**config.mk**
```make
export PLATFORM = sky130hd
export DESIGN_NAME = bp_cc_mem_rr_arbiter_flat
export DESIGN_NICKNAME = d
export VERILOG_FILES = /design/src/rtl/bp_cc_mem_rr_arbiter_pkg.sv /design/src/rtl/bp_cc_mem_rr_arbiter_if.sv /design/src/rtl/bp_cc_mem_rr_arbiter_prio_enc.sv /design/src/rtl/bp_cc_mem_rr_arbiter.sv /design/src/flat_wrapper.sv
export SDC_FILE = /design/constraint.sdc
export NUM_CORES = 1
export LEC_CHECK = 0
export BUFFER_PORTS_ARGS = -buffer_cell sky130_fd_sc_hd__buf_2
export CORE_ASPECT_RATIO = 1.25
export CORE_MARGIN = 1
export CORE_UTILIZATION = 40
export CTS_CLUSTER_SIZE = 24
export DETAILED_ROUTE_END_ITERATION = 16
export PLACE_DENSITY = 0.84
export SLEW_MARGIN = 5
export SYNTH_ARGS = -nofsm -noshare
export SYNTH_HDL_FRONTEND = slang
export SYNTH_SLANG_ARGS = --single-unit
```
**constraint.sdc**
```tcl
create_clock -name clk_i -period 2 [get_ports clk_i]
set_input_delay 0.2 -clock clk_i [delete_from_list [all_inputs] [get_ports clk_i]]
set_output_delay 0.2 -clock clk_i [all_outputs]
set_load 0.02 [all_outputs]
```
**src/rtl/bp_cc_mem_rr_arbiter_pkg.sv**
```systemverilog
// Shared types and width helper for the core-complex memory-command arbiter
// and other blocks indexed by cc_x_dim.
package bp_cc_mem_rr_arbiter_pkg;

  typedef enum logic {
    e_arb_idle   = 1'b0,
    e_arb_locked = 1'b1
  } arb_state_e;

  // Requester-ID width; a single requester still gets a 1-bit ID.
  function automatic int lg_width(input int n);
    return (n <= 1) ? 1 : $clog2(n);
  endfunction

endpackage

```
**src/rtl/bp_cc_mem_rr_arbiter_if.sv**
```systemverilog
// Bundle of requester-side and downstream-side beat channels of the arbiter.
// Handshake: a beat moves on a rising edge where valid and ready are both high;
// valid must not depend on ready, and a raised valid holds until accepted.
interface bp_cc_mem_rr_arbiter_if
  import bp_cc_mem_rr_arbiter_pkg::*;
#(
  parameter int cc_x_dim_p   = 2,
  parameter int data_width_p = 64,
  localparam int lg_cc_x_dim_lp = lg_width(cc_x_dim_p)
);

  logic [cc_x_dim_p*data_width_p-1:0] in_data_i;
  logic [cc_x_dim_p-1:0]              in_v_i;
  logic [cc_x_dim_p-1:0]              in_last_i;
  logic [cc_x_dim_p-1:0]              in_ready_o;
  logic [data_width_p-1:0]            out_data_o;
  logic [lg_cc_x_dim_lp-1:0]          out_id_o;
  logic                               out_last_o;
  logic                               out_v_o;
  logic                               out_ready_i;

  modport slave (
    input  in_data_i, in_v_i, in_last_i, out_ready_i,
    output in_ready_o, out_data_o, out_id_o, out_last_o, out_v_o
  );

  modport master (
    output in_data_i, in_v_i, in_last_i, out_ready_i,
    input  in_ready_o, out_data_o, out_id_o, out_last_o, out_v_o
  );

endinterface

```
**src/rtl/bp_cc_mem_rr_arbiter_prio_enc.sv**
```systemverilog
// Round-robin priority encoder: first valid requester at or after rr_ptr_i,
// wrapping modulo cc_x_dim_p (which need not be a power of two).
module bp_cc_mem_rr_arbiter_prio_enc
  import bp_cc_mem_rr_arbiter_pkg::*;
#(
  parameter int cc_x_dim_p = 2,
  localparam int lg_lp = lg_width(cc_x_dim_p)
) (
  input  logic [cc_x_dim_p-1:0] v_i,
  input  logic [lg_lp-1:0]      rr_ptr_i,
  output logic [lg_lp-1:0]      grant_o,
  output logic                  grant_v_o
);

  int idx;

  always_comb begin
    grant_o   = '0;
    grant_v_o = 1'b0;
    idx       = 0;
    for (int k = 0; k < cc_x_dim_p; k++) begin
      idx = int'(rr_ptr_i) + k;
      if (idx >= cc_x_dim_p) idx = idx - cc_x_dim_p;
      for (int j = 0; j < cc_x_dim_p; j++) begin
        if (!grant_v_o && (j == idx) && v_i[j]) begin
          grant_o   = lg_lp'(j);
          grant_v_o = 1'b1;
        end
      end
    end
  end

endmodule

```
**src/rtl/bp_cc_mem_rr_arbiter.sv**
```systemverilog
// Round-robin arbiter merging per-core-complex memory-command packets onto one
// registered channel; a grant is held until the last beat of the packet.
module bp_cc_mem_rr_arbiter
  import bp_cc_mem_rr_arbiter_pkg::*;
#(
  parameter int cc_x_dim_p   = 2,
  parameter int data_width_p = 64,
  localparam int lg_cc_x_dim_lp = lg_width(cc_x_dim_p)
) (
  input  logic                    clk_i,
  input  logic                    reset_i,
  bp_cc_mem_rr_arbiter_if.slave   bus,
  output logic                    locked_o,
  output arb_state_e              state_o
);

  arb_state_e                state_q, state_d;
  logic [lg_cc_x_dim_lp-1:0] rr_ptr_q, rr_ptr_d;
  logic [lg_cc_x_dim_lp-1:0] owner_q, owner_d;
  logic [data_width_p-1:0]   out_data_q, out_data_d;
  logic [lg_cc_x_dim_lp-1:0] out_id_q, out_id_d;
  logic                      out_last_q, out_last_d;
  logic                      out_v_q, out_v_d;

  logic [lg_cc_x_dim_lp-1:0] grant;
  logic                      grant_v;
  logic [lg_cc_x_dim_lp-1:0] sel_id;
  logic [data_width_p-1:0]   sel_data;
  logic                      sel_last;
  logic                      space;
  logic                      accept;
  logic [cc_x_dim_p-1:0]     in_ready;

  bp_cc_mem_rr_arbiter_prio_enc #(.cc_x_dim_p(cc_x_dim_p)) u_prio (
    .v_i       (bus.in_v_i),
    .rr_ptr_i  (rr_ptr_q),
    .grant_o   (grant),
    .grant_v_o (grant_v)
  );

  always_comb begin
    space    = ~out_v_q | bus.out_ready_i;
    sel_id   = (state_q == e_arb_locked) ? owner_q : grant;
    in_ready = '0;
    sel_data = '0;
    sel_last = 1'b0;
    accept   = 1'b0;
    for (int i = 0; i < cc_x_dim_p; i++) begin
      if (sel_id == lg_cc_x_dim_lp'(i)) begin
        sel_data = bus.in_data_i[i*data_width_p +: data_width_p];
        sel_last = bus.in_last_i[i];
        // Owner stays ready through gaps in LOCKED; IDLE needs a live grant.
        if (!reset_i && space && ((state_q == e_arb_locked) || grant_v)) begin
          in_ready[i] = 1'b1;
          accept      = bus.in_v_i[i];
        end
      end
    end

    state_d    = state_q;
    rr_ptr_d   = rr_ptr_q;
    owner_d    = owner_q;
    out_data_d = out_data_q;
    out_id_d   = out_id_q;
    out_last_d = out_last_q;
    out_v_d    = out_v_q;
    if (accept) begin
      out_data_d = sel_data;
      out_id_d   = sel_id;
      out_last_d = sel_last;
      out_v_d    = 1'b1;
      if (sel_last) begin
        state_d  = e_arb_idle;
        rr_ptr_d = (sel_id == lg_cc_x_dim_lp'(cc_x_dim_p - 1)) ? '0
                                                                : sel_id + lg_cc_x_dim_lp'(1);
      end else begin
        state_d = e_arb_locked;
        owner_d = sel_id;
      end
    end else if (bus.out_ready_i) begin
      out_v_d = 1'b0;
    end
  end

  always_ff @(posedge clk_i) begin
    if (reset_i) begin
      state_q    <= e_arb_idle;
      rr_ptr_q   <= '0;
      owner_q    <= '0;
      out_data_q <= '0;
      out_id_q   <= '0;
      out_last_q <= 1'b0;
      out_v_q    <= 1'b0;
    end else begin
      state_q    <= state_d;
      rr_ptr_q   <= rr_ptr_d;
      owner_q    <= owner_d;
      out_data_q <= out_data_d;
      out_id_q   <= out_id_d;
      out_last_q <= out_last_d;
      out_v_q    <= out_v_d;
    end
  end

  assign bus.in_ready_o = in_ready;
  assign bus.out_data_o = out_data_q;
  assign bus.out_id_o   = out_id_q;
  assign bus.out_last_o = out_last_q;
  assign bus.out_v_o    = out_v_q;
  assign locked_o       = (state_q == e_arb_locked);
  assign state_o        = state_q;

endmodule

```
**src/flat_wrapper.sv**
```systemverilog
// flat-port wrapper written by rule: the top's interface ports become plain ports
module bp_cc_mem_rr_arbiter_flat import bp_cc_mem_rr_arbiter_pkg::*;
#(
  parameter int cc_x_dim_p   = 2,
  parameter int data_width_p = 64,
  localparam int lg_cc_x_dim_lp = lg_width(cc_x_dim_p)
)
  (clk_i, reset_i, locked_o, state_o, bus_in_data_i, bus_in_v_i, bus_in_last_i, bus_out_ready_i, bus_in_ready_o, bus_out_data_o, bus_out_id_o, bus_out_last_o, bus_out_v_o);
  bp_cc_mem_rr_arbiter_if #(.cc_x_dim_p(cc_x_dim_p), .data_width_p(data_width_p)) bus_i ();
  input  logic clk_i;
  input  logic reset_i;
  output logic locked_o;
  output arb_state_e state_o;
  input wire logic [$bits(bus_i.in_data_i)-1:0] bus_in_data_i;
  input wire logic [$bits(bus_i.in_v_i)-1:0] bus_in_v_i;
  input wire logic [$bits(bus_i.in_last_i)-1:0] bus_in_last_i;
  input wire logic [$bits(bus_i.out_ready_i)-1:0] bus_out_ready_i;
  output wire logic [$bits(bus_i.in_ready_o)-1:0] bus_in_ready_o;
  output wire logic [$bits(bus_i.out_data_o)-1:0] bus_out_data_o;
  output wire logic [$bits(bus_i.out_id_o)-1:0] bus_out_id_o;
  output wire logic [$bits(bus_i.out_last_o)-1:0] bus_out_last_o;
  output wire logic [$bits(bus_i.out_v_o)-1:0] bus_out_v_o;
  assign bus_i.in_data_i = bus_in_data_i;
  assign bus_i.in_v_i = bus_in_v_i;
  assign bus_i.in_last_i = bus_in_last_i;
  assign bus_i.out_ready_i = bus_out_ready_i;
  assign bus_in_ready_o = bus_i.in_ready_o;
  assign bus_out_data_o = bus_i.out_data_o;
  assign bus_out_id_o = bus_i.out_id_o;
  assign bus_out_last_o = bus_i.out_last_o;
  assign bus_out_v_o = bus_i.out_v_o;
  bp_cc_mem_rr_arbiter #(.cc_x_dim_p(cc_x_dim_p), .data_width_p(data_width_p)) u_core (.clk_i(clk_i), .reset_i(reset_i), .bus(bus_i), .locked_o(locked_o), .state_o(state_o));
endmodule
```
======== Word-level counts from Yosys, hierarchy flattened ========
Index checks and enable logic that the tools add are counted.
storage, ports and cells
  flip-flop bits (word level) ............. 70
  output and inout port bits .............. 71
  bits of input ports ..................... 135
operators by class
  reduce and logical (&&, ||, !) cells .... 19
  add/sub/neg operators ................... 4
  multiplexer cells ....................... 23
  eq/ne operators ......................... 2
  order comparisons ....................... 2
  bitwise gates (word level) .............. 3
operators by type and width
  operator                                              count
  equality test 2 x 32 -> 1 bit (first input constant)  2
  zero test 32 bit                                      2
  two-way mux 32 bit                                    2
  two-way mux 64 bit                                    1
  two-way mux 1 bit                                     20
  logical AND 1 bit                                     9
  zero test 1 bit                                       4
  AND reduction 2 bit                                   2
  subtractor 1 x 2 -> 3 bit (second input constant)     1
  subtractor 2 x 2 -> 3 bit (second input constant)     1
  adder 1 x 1 -> 2 bit (second input constant)          1
  >= comparator 1 x 2 -> 1 bit (second input constant)  1
  >= comparator 2 bit (second input constant)           1
  NOT 1 bit                                             2
  nonzero test 2 bit                                    1
  adder 1 bit (second input constant)                   1
  logical OR 1 bit                                      1
  bitwise OR 1 bit                                      1

======== Longest topological paths before layout ========
  depth in word-level cells ............... 24
  mapped depth ............................ 6
  gate-level depth less buffers ........... 4

======== Hierarchy ========
From an unflattened synthesis, not the netlist that was laid out.
unflattened totals
  cells, all modules ...................... 334
  area, all modules ....................... 3389.5 µm²
modules (own cells, without submodules)
  module                         times used  cells an instance  sequential area each (µm²)  area each (µm²)
  bp_cc_mem_rr_arbiter           1           331                1401.3                      3372.0
  bp_cc_mem_rr_arbiter_prio_enc  1           3                  0.0                         17.5

======== Least setup slack after synthesis ========
No wires, ideal clock.
  path type ............................... reg-to-output
  start point ............................. reg u_core.state_q (netlist: u_core.locked_o)
  end point ............................... out bus_in_ready_o[0]
  path slack .............................. 0.174 ns
  cell stages (with the launch flop) ...... 5
  buffers on the path ..................... 1
  data required time ...................... 1.800 ns
  arrival time ............................ 1.626 ns
  cell sequence ........................... dfxtp_1 -> nor2b_1 -> a22o_1 -> clkbuf_1 -> nor3_1
on the way
  cells in the longest elaborated chain, start to end .. 4
  elaborated cells between the ends (all ways) .. 5
  classes of those cells .................. 3 x mux; 2 x reduce/logical
RTL lines
  item                    RTL line                    source
  from (decl)             bp_cc_mem_rr_arbiter.sv:17  arb_state_e state_q, state_d;
  from (signal assigned)  bp_cc_mem_rr_arbiter.sv:87  state_q <= e_arb_idle;
  from (signal assigned)  bp_cc_mem_rr_arbiter.sv:95  state_q <= state_d;
  logical OR 1 bit        bp_cc_mem_rr_arbiter.sv:53  if (!reset_i && space && ((state_q == e_arb_locked) || grant_v)) begin
  logical AND 1 bit       bp_cc_mem_rr_arbiter.sv:53
  two-way mux 1 bit       bp_cc_mem_rr_arbiter.sv:53
  two-way mux 1 bit (*)   bp_cc_mem_rr_arbiter.sv:49  if (sel_id == lg_cc_x_dim_lp'(i)) begin
  to (decl)               flat_wrapper.sv:18          output wire logic [$bits(bus_i.in_ready_o)-1:0] bus_in_ready_o;
Mark *: on every way between the ends. The rest lies on a longest branch, timed or not.

======== Final worst setup path ========
  start point ............................. reg u_core.owner_q
  end point ............................... reg u_core.rr_ptr_q
on the way
  cells in the longest elaborated chain, start to end .. 5
  elaborated cells between the ends (all ways) .. 8
  classes of those cells .................. 1 x add/sub; 6 x mux; 1 x reduce/logical
RTL lines
  item                                  RTL line                    source
  from (decl)                           bp_cc_mem_rr_arbiter.sv:19  logic [lg_cc_x_dim_lp-1:0] owner_q, owner_d;
  from (signal assigned)                bp_cc_mem_rr_arbiter.sv:97  owner_q <= owner_d;
  two-way mux 1 bit (*)                 bp_cc_mem_rr_arbiter.sv:43  sel_id = (state_q == e_arb_locked) ? owner_q : grant;
  two-way mux 1 bit                     bp_cc_mem_rr_arbiter.sv:49
  two-way mux 1 bit                     bp_cc_mem_rr_arbiter.sv:53
  two-way mux 1 bit                     bp_cc_mem_rr_arbiter.sv:49
  AND reduction 2 bit (no source line)  -
  to (signal assigned)                  bp_cc_mem_rr_arbiter.sv:96  rr_ptr_q <= rr_ptr_d;
  to (decl)                             bp_cc_mem_rr_arbiter.sv:18  logic [lg_cc_x_dim_lp-1:0] rr_ptr_q, rr_ptr_d;
Marks and branches as above.
A chain may end at the register's enable or synchronous reset.

==> impl_metrics.env <==
export IMPL_synth_common_cells="nand2_1, dfxtp_1, a31oi_1, o21ai_0, clkbuf_1"
export IMPL_ys_warnings_count=0
export IMPL_dp_cells=662
export IMPL_grtUsageTotal=0.222
export IMPL_synth_edf_count=0
export IMPL_maxCapViolCount=0
export IMPL_dieArea_mm2=0.00781
export IMPL_wl_um=8900
export IMPL_grt_max_degree=70
export IMPL_reg2reg_to="u_core.rr_ptr_q$_SDFFE_PP0P_"
export IMPL_clock_tree_root_cell="clkbuf_8"
export IMPL_setup_viol=0
export IMPL_drtIter0Drc=191
export IMPL_dr_pass1_iters=5
export IMPL_antenna_found_initial=0
export IMPL_path_clk_slew_ps=70
export IMPL_cts_setup_buffers=0
export IMPL_wl_per_cell_um=13.2
export IMPL_hp_class="in -> reg"
export IMPL_p_switching_mw=1.04
export IMPL_route_met2_wl_um=4430
export IMPL_tns_ps=0
export IMPL_netlist_area_mm2=0.00298
export IMPL_relSlewSlack=0.602
export IMPL_cts_tree="built"
export IMPL_netlist_top_cells_area="dfxtp_1, nand2_1, a31oi_1"
export IMPL_p_int_mw=2.37
export IMPL_via_per_inst=5.21
export IMPL_required_ps=2230
export IMPL_avgSynthCellArea_um2=7.55
export IMPL_power_density_mw_per_mm2=805
export IMPL_regToRegStartpoint="u_core.owner_q$_SDFFE_PP0P_"
export IMPL_die_w_um=79.2
export IMPL_status="finished clean"
export IMPL_switching_share=0.305
export IMPL_pwr_share_seq=0.464
export IMPL_port_buffers=205
export IMPL_clkLatencyLatePin_ps=330
export IMPL_ant_nets=0
export IMPL_crit_type="reg -> reg"
export IMPL_rsz0062_at_grt="no"
export IMPL_rows=34
export IMPL_die_h_um=98.5
export IMPL_vias=3522
export IMPL_p_clk_frac=0.298
export IMPL_hpwlAfterDp_um=6250
export IMPL_worst_pin_slew_ps=597
export IMPL_skew_ps=9.19
export IMPL_htreeDepth=3
export IMPL_grt_first_pass_wirelength_um=13800
export IMPL_worstPathArrival_ps=2060
export IMPL_min_from="bus_in_last_i[1]"
export IMPL_start_util=0.420
export IMPL_ys_ff_latch=70
export IMPL_fin_crit_sh=0.912
export IMPL_period_minus_slack_ps=1820
export IMPL_instances_no_fill=676
export IMPL_antennaDiodeCount=0
export IMPL_cp_max_fo=64
export IMPL_drv_slew=0
export IMPL_area_delta_synth_final_pct=42.2
export IMPL_synth_cell_types=25
export IMPL_nets=718
export IMPL_globalplace_congestion=0.780
export IMPL_leakage_nw=2.11
export IMPL_route_met3_wl_um=691
export IMPL_ios=206
export IMPL_combPwrFrac=0.238
export IMPL_synth_area_leader_cell="dfxtp_1"
export IMPL_reg2reg_depth=5
export IMPL_grt_pass1_vias=3259
export IMPL_met1_length_um=3600
export IMPL_hold_path_depth=2
export IMPL_cts_hold_buf=0
export IMPL_synth_most_common_cell="nand2_1"
export IMPL_highest_signal_layer="met4"
export IMPL_cts_made_buffers=9
export IMPL_synthCells=395
export IMPL_async_reset_ff_frac=0
export IMPL_drc_errors=0
export IMPL_synth_top_cell_area_share=0.470
export IMPL_min_to="u_core.rr_ptr_q$_SDFFE_PP0P_"
export IMPL_max_freq_ghz=0.548
export IMPL_seq_area_frac_synth=0.470
export IMPL_worst_setup_path_end_kind="register"
export IMPL_synth_ff_type="dfxtp_1"
export IMPL_hold_viol=0
export IMPL_core_area_mm2=0.00710
export IMPL_crit_path_start_kind="register"
export IMPL_synth_nets=530
export IMPL_ff2ff_setup_slack_ps=180
export IMPL_cts_sinks=70
export IMPL_ir_drop_v=0.000407
export IMPL_drive_above_1_share=0.396
export IMPL_grt_overflow=0
export IMPL_cts_buffer_depth=2
critical path, cell delays in order, from the launching register on:
cell	delay, ps
dfxtp_1	450
mux2i_1	160
a2111oi_4	460
buf_12	300
a21oi_1	100
a311oi_1	260
through the flow:
step                total power [mW]  area (µm²)   util  hold slack, ps  worst slack (ps)
floorplan                       2.08        2980      -             269               174
global placement                2.40        4060  0.571             435               248
detailed placement              2.42        4060  0.571             440               175
CTS                             3.44        4230  0.596            82.2              74.9
global route                    3.60        4240  0.597            72.0              3.20
finish                          3.41        4240  0.597             106               175
power by group through the flow:
stage | Sequential, mW | Combinational (mW) | Clock [mW]
after floorplan | 1.76 | 0.322 | 0
after global placement | 1.61 | 0.792 | 0
after detailed placement | 1.61 | 0.808 | 0
after CTS | 1.58 | 0.812 | 1.05
after global routing | 1.60 | 0.890 | 1.11
final | 1.58 | 0.813 | 1.02
worst max path at each step:
stage	end	startpoint	cells after the start	slack, ps
6_report	u_core.rr_ptr_q$_SDFFE_PP0P_	u_core.owner_q$_SDFFE_PP0P_	5	180
5_1_grt	u_core.rr_ptr_q$_SDFFE_PP0P_	u_core.owner_q$_SDFFE_PP0P_	5	3
4_1_cts	bus_in_ready_o[1]	u_core.locked_o$_SDFFE_PP0P_	5	70
3_5_place_dp	u_core.rr_ptr_q$_SDFFE_PP0P_	u_core.owner_q$_SDFFE_PP0P_	5	170
3_3_place_gp	u_core.rr_ptr_q$_SDFFE_PP0P_	u_core.owner_q$_SDFFE_PP0P_	5	250
2_1_floorplan	bus_in_ready_o[0]	u_core.locked_o$_SDFFE_PP0P_	4	170
registers in the layout, indices dropped and copies added (netlist names):
name                   count
u_core.rr_ptr_q            1
u_core.owner_q             1
u_core.locked_o            1
u_core.bus.out_v_o         1
u_core.bus.out_data_o     64
u_core.bus.out_id_o        1
u_core.bus.out_last_o      1
per-layer routing:
| layer | track usage | vias to the layer above |
|---|---|---|
| met2 | 0.399 | 166 |
| met3 | 0.0796 | 16 |
| li1 | - | 1752 |
| met4 | 0.103 | 0 |
| met1 | 0.226 | 1588 |
| met5 | 0 | - |
area by class of cell:
| cell class | count | area, µm² |
|---|---|---|
| Fill cell | 656 | 2870 |
| Multi-Input combinational cell | 287 | 1420 |
| Sequential cell | 70 | 1400 |
| Timing Repair Buffer | 213 | 1120 |
| Clock buffer | 13 | 169 |
| Tap cell | 90 | 113 |
| Inverter | 2 | 7.51 |
| Clock inverter | 1 | 5.00 |
kinds of logic after synthesis:
| kind of cell | share of synthesized area |
|---|---|
| AND/OR/NAND/NOR | 0.190 |
| AO/OA/AOI/OAI | 0.282 |
| flip-flops | 0.470 |
| buffers and inverters | 0.0546 |
| multiplexers | 0.00336 |
cells in the final DEF (no fill, tap or decap):
master and n:
clkinv_2 1, o21ai_0 66, a221o_1 1, buf_8 1, or4b_2 1, buf_2 205, a2bb2oi_1 1, inv_1 2
dfxtp_2 1, a22o_2 1, a311oi_1 1, or2_2 1, nor2_1 5, nand2b_1 4, a21oi_1 3, a2111oi_4 1
nor3_1 1, clkbuf_1 1, mux2i_1 1, buf_4 5, nor2b_1 2, buf_12 2, dfxtp_1 69, a31oi_1 66
a22oi_2 1, clkbuf_8 12, nand2_1 129, o2111a_1 1, nand3_1 1
what timing repair did:
action / CTS / global route
pin swaps: 0 / 1
endpoints found under the setup margin: 1 / 9
resized for setup: 1 / 2
hold endpoints to repair: 0 / 0
Note: power is estimated with default switching activity, not from simulation.
